`config.mk`:
```
export PLATFORM = sky130hd
export DESIGN_NAME = pmem_line_adaptor
export DESIGN_NICKNAME = d
export VERILOG_FILES = /design/src/rtl/pmem_line_adaptor.sv
export SDC_FILE = /design/constraint.sdc
export NUM_CORES = 1
export LEC_CHECK = 0
export BUFFER_PORTS_ARGS = -buffer_cell sky130_fd_sc_hd__buf_2
export CORE_AREA = 2 2 277 279
export CTS_BUF_LIST = sky130_fd_sc_hd__clkbuf_8 sky130_fd_sc_hd__clkbuf_16
export CTS_CLUSTER_DIAMETER = 30
export DETAILED_ROUTE_END_ITERATION = 8
export DIE_AREA = 0 0 279 281
export SKIP_CTS_REPAIR_TIMING = 1
export SLEW_MARGIN = 30
export SYNTH_ARGS = -nofsm -noshare
export SYNTH_HDL_FRONTEND = slang
export SYNTH_SLANG_ARGS = --single-unit
export TNS_END_PERCENT = 10
```
`constraint.sdc`:
```
create_clock -name clk -period 4.4 [get_ports clk]
set_input_delay 0.22 -clock clk [delete_from_list [all_inputs] [get_ports clk]]
set_output_delay 0.22 -clock clk [all_outputs]
set_load 0.05 [all_outputs]
```
`src/rtl/pmem_line_adaptor.sv`:
```
// Turns one held 256-bit cache line read/write into a 4-beat 64-bit burst; minimum latency is
// accept + 1 request cycle + 4 beats + 1 resp cycle, beats stall on burst_resp=0, and the cache holds its request until pmem_resp.
module pmem_line_adaptor #(
    parameter int s_offset  = 5,
    parameter int s_line    = 256,
    parameter int s_burst   = 64,
    parameter int num_beats = s_line / s_burst
) (
    input  logic               clk,
    input  logic               rst,
    input  logic [31:0]        pmem_address,
    input  logic               pmem_read,
    input  logic               pmem_write,
    input  logic [s_line-1:0]  pmem_wdata,
    output logic [s_line-1:0]  pmem_rdata,
    output logic               pmem_resp,
    output logic [31:0]        burst_address,
    output logic               burst_read,
    output logic               burst_write,
    output logic [s_burst-1:0] burst_wdata,
    input  logic [s_burst-1:0] burst_rdata,
    input  logic               burst_resp
);

    localparam int CW = (num_beats > 1) ? $clog2(num_beats) : 1;

    localparam logic [1:0] ST_IDLE = 2'd0;
    localparam logic [1:0] ST_RD   = 2'd1;
    localparam logic [1:0] ST_WR   = 2'd2;
    localparam logic [1:0] ST_DONE = 2'd3;

    localparam logic [CW-1:0] LAST_BEAT = CW'(num_beats - 1);
    localparam logic [31:0]   ADDR_MASK = ~((32'd1 << s_offset) - 32'd1);

    logic [1:0]         state_q, state_d;
    logic [CW-1:0]      cnt_q, cnt_d;
    logic [CW-1:0]      cnt_inc;
    logic [s_line-1:0]  line_q, line_d;
    logic [s_line-1:0]  rdata_q, rdata_d;
    logic               resp_q, resp_d;
    logic [31:0]        addr_q, addr_d;
    logic               bread_q, bread_d;
    logic               bwrite_q, bwrite_d;
    logic [s_burst-1:0] bwdata_q, bwdata_d;

    assign cnt_inc = cnt_q + 1'b1;

    always_comb begin
        state_d  = state_q;
        cnt_d    = cnt_q;
        line_d   = line_q;
        rdata_d  = rdata_q;
        resp_d   = 1'b0;
        addr_d   = addr_q;
        bread_d  = bread_q;
        bwrite_d = bwrite_q;
        bwdata_d = bwdata_q;

        case (state_q)
            ST_IDLE: begin
                cnt_d = '0;
                // Write takes priority when the cache raises both strobes.
                if (pmem_write) begin
                    state_d  = ST_WR;
                    addr_d   = pmem_address & ADDR_MASK;
                    line_d   = pmem_wdata;
                    bwrite_d = 1'b1;
                    bwdata_d = pmem_wdata[s_burst-1:0];
                end else if (pmem_read) begin
                    state_d = ST_RD;
                    addr_d  = pmem_address & ADDR_MASK;
                    bread_d = 1'b1;
                end
            end

            ST_RD: begin
                if (burst_resp) begin
                    bread_d = 1'b0;
                    rdata_d[cnt_q*s_burst +: s_burst] = burst_rdata;
                    if (cnt_q == LAST_BEAT) begin
                        state_d = ST_DONE;
                        resp_d  = 1'b1;
                    end else begin
                        cnt_d = cnt_inc;
                    end
                end
            end

            ST_WR: begin
                if (burst_resp) begin
                    if (cnt_q == LAST_BEAT) begin
                        state_d  = ST_DONE;
                        resp_d   = 1'b1;
                        bwrite_d = 1'b0;
                    end else begin
                        cnt_d    = cnt_inc;
                        bwdata_d = line_q[cnt_inc*s_burst +: s_burst];
                    end
                end
            end

            default: begin
                state_d = ST_IDLE;
                cnt_d   = '0;
            end
        endcase
    end

    always_ff @(posedge clk or negedge rst) begin
        if (!rst) begin
            state_q  <= ST_IDLE;
            cnt_q    <= '0;
            line_q   <= '0;
            rdata_q  <= '0;
            resp_q   <= 1'b0;
            addr_q   <= '0;
            bread_q  <= 1'b0;
            bwrite_q <= 1'b0;
            bwdata_q <= '0;
        end else begin
            state_q  <= state_d;
            cnt_q    <= cnt_d;
            line_q   <= line_d;
            rdata_q  <= rdata_d;
            resp_q   <= resp_d;
            addr_q   <= addr_d;
            bread_q  <= bread_d;
            bwrite_q <= bwrite_d;
            bwdata_q <= bwdata_d;
        end
    end

    assign pmem_rdata    = rdata_q;
    assign pmem_resp     = resp_q;
    assign burst_address = addr_q;
    assign burst_read    = bread_q;
    assign burst_write   = bwrite_q;
    assign burst_wdata   = bwdata_q;

endmodule

```
==> results summary, run 1 <==
The run finished with clean final reports. The clock latency at the later pin of the worst-skew pair came out at around 0.70 ns. The port buffer count came out at about 700.

The number of nets with antenna violations after routing came out at 0. The tightest min-delay check is of the primary input to flop type. The time the final worst path needs with I/O delays and setup is 3.11 ns.

In this run the core area contains ~100 standard-cell rows. In this run the horizontal extent of the chip is ~280 um. The area growth from synthesis to layout came out at 53.3%. The number of antenna violations at the first check in global routing is 7.

The total wirelength of the detailed-routed design is ~81 mm. Walking the worst path, the cells encountered are inv_1, ha_4, and4b_1, and4b_2, buf_4, a22o_1. For this run, the slowest stage of the critical path takes approximately 0.84 ns. Using the TritonRoute via totals, the vias-per-cell ratio works out to 4.98. The logic depth of the worst register-to-register path is 6. The pin count of the biggest net entering global routing came out at ~140. The final routed wire length divided by cell count came out at between 20 and 25 um. The DRC violation count after routing came out at 0. The critical-path maximum fanout is 54. The power density over cell area is 783 nW/um^2. After floorplanning, the core was sized to cover between 70000 and 80000 um^2.

The most critical setup path has its startpoint at cnt_q[0]. The CTS H-tree depth is 4. The y dimension of the die is between 200 and 300 um. In this run the count of I/O pins placed on the die edge is 712. The synthesized netlist occupies a cell area of roughly 25000 um^2. Derived from the worst setup path, the maximum achievable clock frequency is ~0.32 GHz. The end point of the critical path is pmem_rdata[101]. After clock tree synthesis, the clock-pin slew on the worst setup and hold paths is 0.05 ns. The reported max-cap violation count came out at 0.

The number of pins exceeding their max-slew limit in the final report is 0. The count of flip-flops with a built-in enable after synthesis is 0. In this run the critical register-to-register path is launched from cnt_q[0]. The share of the clock period used by the worst path after layout is a little over two thirds. The slack of the worst reg-to-reg path is between 1 and 1.5 ns.

The effective utilization at floorplan is 32.7%. The number of different library cells in the post-synthesis netlist is 31. The first detailed-routing pass took 5 iterations.

In this run the critical register-to-register path is captured at pmem_rdata[101]. The tree is rooted in a clkbuf_16. The number of buffers added by the clock tree synthesis step is approximately 140. Counting flops with an async set or reset pin after synthesis yields a share of between 90% and 100%.

The final worst hold slack is 0.0780 ns. The wire length of the first global-routing pass is approximately 120 mm. The net count of the finished layout is between 2000 and 3000. Setup repair after global routing left no endpoint under its margin. The final sum of negative setup slack is 0 ns.

The register bit count reported by yosys is 610. The commonest register cell after synthesis is dfrtp_1. The worst-case clock buffer depth is 3. The number of instances in the synthesized netlist came out at 1517. The transition at the pin with the smallest max-transition slack is 1.02 ns. For this design, the sink count on the clock tree is 610. For this design the static power due to leakage is 18.2 nW.

The number of global-route vias before repair is 18800. The total grt overflow is 0. Routability-driven placement finished with a final weighted congestion of between 0.8 and 0.9.

The via count came out at around 19000. The peak supply drop is 459 uV. After filler insertion, the fill cell instance count of the layout stands at between 6000 and 7000. The global-route usage over all layers is roughly 19%. The placed wire-length estimate came out at 51.5 mm. At the worst endpoint, the required time is roughly 5.0 ns.

The remaining max-slew budget at the tightest pin came out at approximately a third. The worst clock skew is about 0.054 ns. The synthesis warning total is 0. Setup violations remaining at the end of the flow were counted as 0. The arrival time of the worst setup path is about 3.7 ns. The mean post-synth cell area is between 15 and 20 um^2. STA classifies the critical path endpoint as a flop.

For this design, the slowest cell found on the critical path is dfrtp_4. The critical path class is flop to flop. STA classifies the critical path startpoint as a flop.

The DRC marker count from the first detailed-route iteration came out at between 800 and 900. The floorplan step defined a die boundary enclosing slightly below 80000 um^2. The share of the Yosys chip area taken by registers is roughly three fifths. The share of cells above drive strength 1 is about 53%.

TritonCTS built the clock tree. The total count of hold-check failures in the final report came out at 0.
[cell usage in the layout (no fill, tap or decap), drive strengths merged]
master,n
dfrtp,610
nor4,2
buf,728
a2bb2oi,1
conb,5
nor2b,1
and3,2
nand2,2
mux2,413
dlygate4sd3,349
a22o,256
mux2i,2
a211oi,1
nor2,5
ha,12
and4b,2
bufinv,18
clkinvlp,4
o21ai,3
diode,7
inv,37
nand3b,1
nand3,4
mux4,64
clkbuf,164
nand2b,5
o2111ai,1
clkinv,41
nor4b,1
xnor2,1
a21oi,3
[cell type report]
cell class | count | area, um^2 | share of cell area [%]
Tap cell | 978 | 1220 | 3.24
Sequential cell | 610 | 15300 | 40.4
Multi-Input combinational cell | 787 | 8860 | 23.5
Clock inverter | 93 | 1140 | 3.01
Clock buffer | 164 | 3870 | 10.2
Antenna cell | 7 | 17.5 | 0.0464
Inverter | 7 | 26.3 | 0.0695
Timing Repair Buffer | 1077 | 7390 | 19.6
[cells in the mapped netlist (all sizes together), types with 2 or more instances]
cell,n,area share [%]
nor2,5,0.076
clkbuf,42,0.64
nand3,4,0.081
mux2,413,19
nand2b,5,0.13
buf,75,1.8
ha,12,0.61
a21oi,3,0.061
dfrtp,610,62
mux4,64,5.8
and3,2,0.051
nor4,2,0.14
mux2i,2,0.081
and4b,2,0.081
o21ai,3,0.061
nand2,2,0.030
a22o,256,9.1
inv,7,0.11
[where the power goes]
part	internal, mW	leakage (nW)	total [mW]	switching, mW
registers	7.62	7.71	8.74	1.12
clock network	7.35	2.53	10.8	3.41
logic	4.45	7.99	10.1	5.64
total	19.4	18.2	29.6	10.2
[how the worst min path moves through the flow]
stage,start,end,slack [ns],depth (start not counted)
floorplan,rst,burst_address[10],-0.08,0
global placement,rst,line_q[66],0.36,1
detailed placement,rst,line_q[66],0.37,1
CTS,rst,line_q[66],-0.40,1
global route,pmem_read,state_q[1],0.06,3
finish,pmem_read,burst_read,0.08,4
[critical path, delay by kind of cell, from the launching register on]
family	cells	cell delay [ns]
flip-flops	1	0.84
AO/OA/AOI/OAI	1	0.30
buffers and inverters	2	0.98
AND/OR/NAND/NOR	2	0.46
adder cells (fa/ha/maj)	1	0.44
[stage by stage]
stage / instance area (um^2) / power [mW] / utilization, % / setup WS [ns] / cells
CTS: 34300 / 29.6 / 45.4 / 1.18 / 3367
global placement: 29200 / 18.3 / 38.7 / 1.20 / 3107
finish: 37800 / 29.6 / 50.1 / 1.29 / 3723
floorplan: 24700 / 16.0 / - / 1.84 / 1521
global route: 37800 / 30.9 / 50.1 / 1.02 / 3721
detailed placement: 29300 / 18.6 / 38.8 / 1.18 / 3110
[logic make-up (layout without fill, tap and decap cells)]
| kind of cell | after synthesis | after routing | share of synthesized area (%) |
|---|---|---|---|
| AO/OA/AOI/OAI | 265 | 265 | 9.37 |
| XOR/XNOR | 1 | 1 | 0.0355 |
| adder cells (fa/ha/maj) | 12 | 12 | 0.609 |
| buffers and inverters | 124 | 1341 | 2.56 |
| flip-flops | 610 | 610 | 61.9 |
| multiplexers | 479 | 479 | 24.8 |
| other | 1 | 12 | 0.0152 |
| AND/OR/NAND/NOR | 25 | 25 | 0.675 |
[state kept, by name (all words and copies together), names as in the netlist]
name / flops
pmem_resp: 1
burst_read: 1
pmem_rdata: 256
cnt_q: 2
burst_wdata: 64
burst_write: 1
line_q: 256
state_q: 2
burst_address: 27
[layer usage]
metal  part of all wire [%]  GRT usage [%]  routed length, um  up-vias
met3                    7.3           6.73               5930      233
met5                  0.015              0                 12        -
li1                       -              -                  -     8017
met4                    4.4           10.1               3580        2
met2                     51           32.8              41100      841
met1                     37           21.5              30100     9439
Note: power is estimated with default switching activity, not from simulation.
==> inputs of run 2 (changes only) <==
ABC_AREA = 1   (was default)
CORE_AREA = 2 2 280 282   (was 2 2 277 279)
DIE_AREA = 0 0 282 284   (was 0 0 279 281)
clock period = 3 ns   (was 4.4 ns; I/O delays follow)
==> run 2 against run 1 <==
First-iteration DRC count grew 140%. Maximum frequency grew 27%. Worst setup slack lost 0.74 ns. Global-route usage grew 4.1 points. Via count grew 47%. Critical path type unchanged. Wire length grew 26%. Largest cell class unchanged. Clock-buffer cell count shrank 5. Synthesized area grew 8.6%. Die area grew 2.2%. Flip-flop and latch count is the same. Sequential power grew 44%. Critical endpoint is now line_q[157]. Final cell count grew 48%.
==> results summary, run 2 <==
Cells with a size suffix above 1 make up 22.8% of the layout. The top cell type's share of synthesized area is 57.0%. The reported max-cap violation count is 0. The via count is ~27000. Counting flops with an async set or reset pin after synthesis yields a share of 100%.

The area growth from synthesis to layout is 48.3%. The total count of hold-check failures in the final report was 0. Buffers placed on the I/O ports in this run total 701. The effective utilization at floorplan came out at a little over a third. The detailed-router iteration count before antenna repair came out at 6.

The DRC marker count from the first detailed-route iteration is 2045. By count the netlist is led by nand2_1, dfrtp_1, o21ai_0, nand3_1, nor2_1. The number of buffers added by the clock tree synthesis step came out at between 100 and 150. The final routed wire length divided by cell count came out at around 18 um. The number of antenna violations at the first check in global routing was 12. The slack of the worst reg-to-reg path came out at between 0.5 and 0.6 ns. In this run the worst hold path is classified as primary input to async pin. For the worst-skew pair, the clock arrives at the later sink with an insertion delay of slightly above 0.7 ns. By instance count, the leading cell after synthesis is nand2_1. The share of the clock period used by the worst path after layout is about four fifths. TritonCTS built the clock tree. The number of top-level design ports came out at 712.

The top cell types in the final layout, fill and taps aside, are nand2_1, buf_2, dfrtp_1. The placed wire-length estimate is ~61 mm. The y dimension of the die came out at 284 um.

In this run the cell area of the synthesized design comes to about 27000 um^2. The number of nets with antenna violations after routing is 0. The total overflow left after global routing is 0.

In this run the critical register-to-register path is launched from state_q[0]. The weighted congestion reported at the end of routability-driven placement came out at 0.854. The worst-case clock buffer depth is 3. The flow ran to the end, and the final reports show no timing, DRC or antenna violations.

Setup violations remaining at the end of the flow were counted as 0. The time the final worst path needs with I/O delays and setup is approximately 2.5 ns. The transition at the pin with the smallest max-transition slack is between 0.9 and 1 ns.

The arrival time of the worst setup path is about 3.1 ns. The most common library cell in the layout ignoring fill and taps is nand2_1. In this run the horizontal extent of the chip is around 280 um. The power density over cell area came out at between 1000 and 1500 nW/um^2.

STA puts the critical path data required time at about 3.6 ns. The area of the core came out at between 70000 and 80000 um^2. The achievable frequency came out at about 0.4 GHz. The net count of the finished layout is around 4700.

STA classifies the critical path endpoint as a flop. Counting cells, the worst reg-to-reg path comes to 7. The largest total area in the synthesized netlist belongs to dfrtp_1.

The critical path in this run is classified as flop to flop. After synthesis, the cell types taking the most area are dfrtp_1, nand2_1, o21ai_0. In this run the critical register-to-register path is captured at line_q[157].

Counting every sink on the clock net gives 610. Across every metal layer, demand over resource in global routing totals a little under a quarter. The worst setup path is launched from a flop.

The worst clock skew came out at between 0.04 and 0.05 ns. The least setup slack across all paths after layout is 0.549 ns. The remaining max-slew budget at the tightest pin came out at around two fifths.

The cell chosen for the clock root is clkbuf_16. The peak supply drop came out at between 800 and 900 uV. The Yosys step of the flow raised 0 warnings.

The number of different library cells in the post-synthesis netlist came out at 25. The count of flip-flops with a built-in enable after synthesis is 0. The wire length of the first global-routing pass came out at approximately 150 mm. The number of instances in the synthesized netlist is 3321.

In this run the number of H-tree levels came out at 4. Hold timing on the final database bottoms out at a slack of 0.0513 ns. The number of standard-cell rows in the floorplan came out at 102.

For this run, the register share of the synthesized area comes to between 50 and 60%. The commonest register cell after synthesis is dfrtp_1. The synthesized design contains 610 register bits. The die footprint is between 80000 and 90000 um^2. Setup repair after global routing left no endpoint under its margin. The pin count of the biggest net entering global routing is between 200 and 250. The number of vias per cell is 4.94.

The critical-path maximum fanout came out at approximately 150. The mean post-synth cell area came out at roughly 8 um^2. Prior to clock tree synthesis, the placed netlist has a worst setup slack of between 0.6 and 0.7 ns. The reported leakage power is between 20 and 25 nW. The number of global-route vias before repair came out at approximately 25000. The number of pins exceeding their max-slew limit in the final report is 0. Summed over all failing endpoints, the final setup total negative slack is 0 ns. The total wirelength of the detailed-routed design is about 100 mm. Clock-pin slew was measured on the worst setup and hold paths at ~0.05 ns.

The DRC violation count after routing is 0.
run 2: cell types whose count changed in the layout (fill, tap and decap cells not counted), moves of 50 or more:
cell     before   now
nand2_1       1  1551
mux2_2      413     0
o21ai_0       2   399
nand3_1       0   286
a22o_1      256     0
nor2_1        5   132
mux4_2       64     0
o21ai_1       0    50
run 2: stage by stage:
step / power (mW) / util, % / cells / instance area, um^2
detailed placement: 30.2 / 40.5 / 4879 / 31200
finish: 46.2 / 51.6 / 5496 / 39700
global route: 48.9 / 51.5 / 5495 / 39700
floorplan: 25.0 / - / 3325 / 26800
global placement: 30.0 / 40.5 / 4879 / 31200
CTS: 46.0 / 46.9 / 5135 / 36100
run 2: report_power, final:
part | switching [mW] | internal (mW)
clock network | 5.03 | 10.6
logic | 13.2 | 4.74
registers | 1.54 | 11.1
run 2: cell families after synthesis:
group,after synthesis,share of synthesized area [%]
buffers and inverters,266,4.58
DFF,610,57.0
and+or+nand+nor,1982,29.4
other,1,0.0140
adders and majority gates,12,0.561
AOI/OAI and AO/OA,450,8.42
run 2: routing by layer:
layer  vias up  share of wire [%]  GRT usage (%)
li1      12700                  -              -
met1     13000                 40           30.2
met2      1265                 48           36.9
met3       239                8.6           6.62
met4         8                3.4           9.85
met5         -              0.051              0
run 2: final cells by class:
type | count | area [um^2]
well taps | 1040 | 1300
clock inverters | 97 | 1120
multi-input cells | 2449 | 10300
fillers | 7140 | 37300
clock buffers | 159 | 3780
diodes | 9 | 22.5
inverters | 21 | 87.6
repair buffers | 1111 | 7740
flip-flops and latches | 610 | 15300
run 2: worst max-delay path by stage:
stage	slack, ns	startpoint	cells after the start	to
2_1_floorplan	0.84	cnt_q[0]	13	burst_wdata[3]
3_3_place_gp	0.66	cnt_q[1]	7	pmem_rdata[153]
3_5_place_dp	0.62	cnt_q[1]	7	pmem_rdata[157]
4_1_cts	0.64	cnt_q[1]	7	pmem_rdata[157]
5_1_grt	0.39	state_q[0]	7	line_q[111]
6_report	0.55	state_q[0]	7	line_q[157]
run 2: critical path, stage by stage (launching register included):
cell and delay (ns):
dfrtp_1 0.42, inv_1 0.13, ha_1 0.27, nand2_4 0.32, buf_12 0.33, buf_16 0.40, nand2_1 0.15, nand2_1 0.12
==> inputs of run 3 (changes only) <==
ABC_AREA = 0   (was 1)
CORE_AREA = 2 2 277 279   (was 2 2 280 282)
DIE_AREA = 0 0 279 281   (was 0 0 282 284)
clock period = 2.38 ns   (was 3 ns; I/O delays follow)
==> run 3 against run 2 <==
The flow now finishes with violations (hold timing). Flip-flop and latch count is the same. Critical endpoint is now pmem_rdata[122]. Largest cell class unchanged. Maximum frequency grew 11%. Non-clock buffer count up 8. Largest power group is now the clock network. Sequential share of layout area grew 1.1 points. Final cell count fell by 31%. Global-route usage decreased by 4.4 points. Worst hold slack lost 0.062 ns. Clock power rose by 31%. Die area decreased by 2.1%. Highest routed layer unchanged. Worst setup slack lost 0.38 ns.
==> results summary, run 3 (synthesis gave the netlist of run 1 again) <==
The number of pins exceeding their max-slew limit in the final report is 0. Setup repair after global routing left no endpoint under its margin. The CTS tree is done.

The final worst hold slack is -0.0103 ns. In the routed layout, each cell is associated on average with a via count of 4.96. The count of nets left with antenna violations once routing finished came out at 0. The fraction of power consumed by the clock network is between 30% and 40%. Summed over all nets, the half-perimeter wirelength after detailed placement is roughly 53 mm. The total count of hold-check failures in the final report was 7. The final reports fail on hold timing.

Registers are responsible for ~29% of the overall power. The run finished, with violations left. After floorplanning, the core was sized to cover approximately 75000 um^2. After layout, the minimum clock period comes to roughly 2.2 ns. The wire length of the first global-routing pass came out at 114 mm.

The type of destination of the critical path is a flop. The utilization of the core after routing came out at approximately half. The transition at the pin with the smallest max-transition slack came out at 0.924 ns. The DRC marker count from the first detailed-route iteration is 804. The worst register-to-register path ends at pmem_rdata[122]. The global-route usage over all layers came out at 19.1%.

The tool flagged a number of max-cap violations equal to 0. In the layout the commonest cells are buf_2, dfrtp_1, mux2_2. The number of inserted filler cells in the final layout came out at ~6200. The die is between 200 and 300 um tall. The total wirelength of the detailed-routed design came out at roughly 80 mm. CTS placed an instance of clkbuf_16 at the clock tree root. The total of endpoints with negative setup slack in the final report came out at 0.

The share of the clock period used by the worst path after layout came out at between 90% and 100%. The startpoint identified for the worst register-to-register timing path is state_q[1]. For this design the static power due to leakage is around 19 nW. The clock latency at the later pin of the worst-skew pair came out at roughly 0.71 ns. In this run the worst path has a maximum fanout of 54. The detailed-router iteration count before antenna repair came out at 5. No sink is reached through more buffers than the 3 on the longest clock path. In the final routed layout, each cell accounts on average for 21.3 um. The number of antenna violations at the first check in global routing came to 11. The pin count of the biggest net entering global routing is 75. The worst clock skew came out at between 0.04 and 0.05 ns. The number of clock buffers added by TritonCTS is between 100 and 150. The number of sinks on the clock net came out at 610.

Row generation in the floorplan step produced 101 rows. The die is 279 um wide. The slack of the worst reg-to-reg path is roughly 0.17 ns. The internal portion of the total power is between 30 and 40 mW. The peak supply drop came out at around 860 uV. For this run the aggregate overflow at the end of global routing stands at 0. For this design the ratio of total power to cell area is about 1400 nW/um^2. The arrival time of the worst setup path is 2.85 ns. The floorplan step defined a die boundary enclosing roughly 78000 um^2.

The share of cells above drive strength 1 is roughly 54%. Summed over all failing endpoints, the final setup total negative slack is 0 ns. At the end of routability-driven placement, the weighted congestion stood at 0.836. For the worst flop-to-flop path, the logic depth is 6. The tightest min-delay check is of the primary input to async pin type.

The port buffer count is about 700. The critical path startpoint category is a flop. For this design the top-level I/O count stands at slightly above 700.

The effective utilization at floorplan came out at between 30% and 40%. The net switching share of the total power came out at roughly a third. The combinational share of power came out at 34.7%. The net count of the finished layout is a little over 3000. At the worst endpoint, the required time is just over 3 ns. Across all layers, the routed design uses about 19000 vias. For this design the total switching power over the nets is 18.9 mW. The setup path with the least slack is of type flop to flop. The number of global-route vias before repair is around 19000. The DRC violation count after routing is 0. The remaining max-slew budget at the tightest pin came out at 38.4%. The achievable frequency came out at 0.452 GHz. The most common library cell in the layout ignoring fill and taps is buf_2.

The CTS H-tree depth came out at 4. The area growth from synthesis to layout came out at 56.3%. The clock-pin slew reported for the worst setup and hold paths after clock tree synthesis came out at 0.04 ns.
-- run 3: cell count changes in the layout (fill, tap and decap cells not counted), sizes merged, moves of 8 or more --
cell    change
o21ai     -446
nand2    -1554
a22o      +256
mux4       +64
inv        -22
nand3     -284
mux2      +413
buf         +8
nor2      -129
clkbuf     +11
-- run 3: final cells by class --
type,count,area (um^2),share of cell area [%]
Inverter,7,26.3,0.0682
Clock buffer,170,3940,10.2
Sequential cell,610,15300,39.6
Clock inverter,85,1220,3.17
Antenna cell,11,27.5,0.0714
Timing Repair Buffer,1119,7990,20.7
Multi-Input combinational cell,787,8840,22.9
Tap cell,978,1220,3.18
-- run 3: how the worst max path moves through the flow --
stage                          start  cells past startpoint  slack (ns)         endpoint
after floorplan             cnt_q[0]                     10        0.03  burst_wdata[54]
after CTS                   cnt_q[0]                      6        0.16  burst_wdata[13]
after detailed placement    cnt_q[0]                      6        0.17  burst_wdata[13]
final                     state_q[1]                      6        0.17  pmem_rdata[122]
after global routing      state_q[1]                      6        0.06  pmem_rdata[168]
after global placement      cnt_q[0]                      6        0.21  burst_wdata[24]
-- run 3: power groups by stage --
stage | logic (mW) | registers [mW] | clock network [mW]
2_1_floorplan | 9.47 | 20.2 | 0
3_3_place_gp | 18.6 | 15.8 | 0
3_5_place_dp | 18.9 | 16.1 | 0
4_1_cts | 19.0 | 16.0 | 20.8
5_1_grt | 20.4 | 16.4 | 21.5
6_report | 19.4 | 16.0 | 20.5
-- run 3: metal layers --
| layer | part of all wire [%] | up-vias | global-route usage, % |
|---|---|---|---|
| met3 | 7.1 | 201 | 6.94 |
| li1 | - | 8110 | - |
| met2 | 51 | 834 | 31.8 |
| met4 | 3.6 | 4 | 9.24 |
| met1 | 38 | 9542 | 21.7 |
| met5 | 0.035 | - | 0 |
-- run 3: critical path: stages, from the launching register on --
cell and delay, ns:
dfrtp_1 0.43, inv_1 0.14, ha_1 0.41, and4b_1 0.29, and4b_2 0.27, buf_12 0.25
a22o_1 0.22
-- run 3: metrics by stage --
step	area [um^2]	worst slack, ns	std cells	total power, mW
2_1_floorplan	24700	0.0314	1521	29.7
5_1_grt	38500	0.0580	3764	58.3
3_3_place_gp	29800	0.207	3150	34.4
3_5_place_dp	29800	0.172	3150	35.0
4_1_cts	35000	0.163	3405	55.8
6_report	38500	0.166	3767	55.8
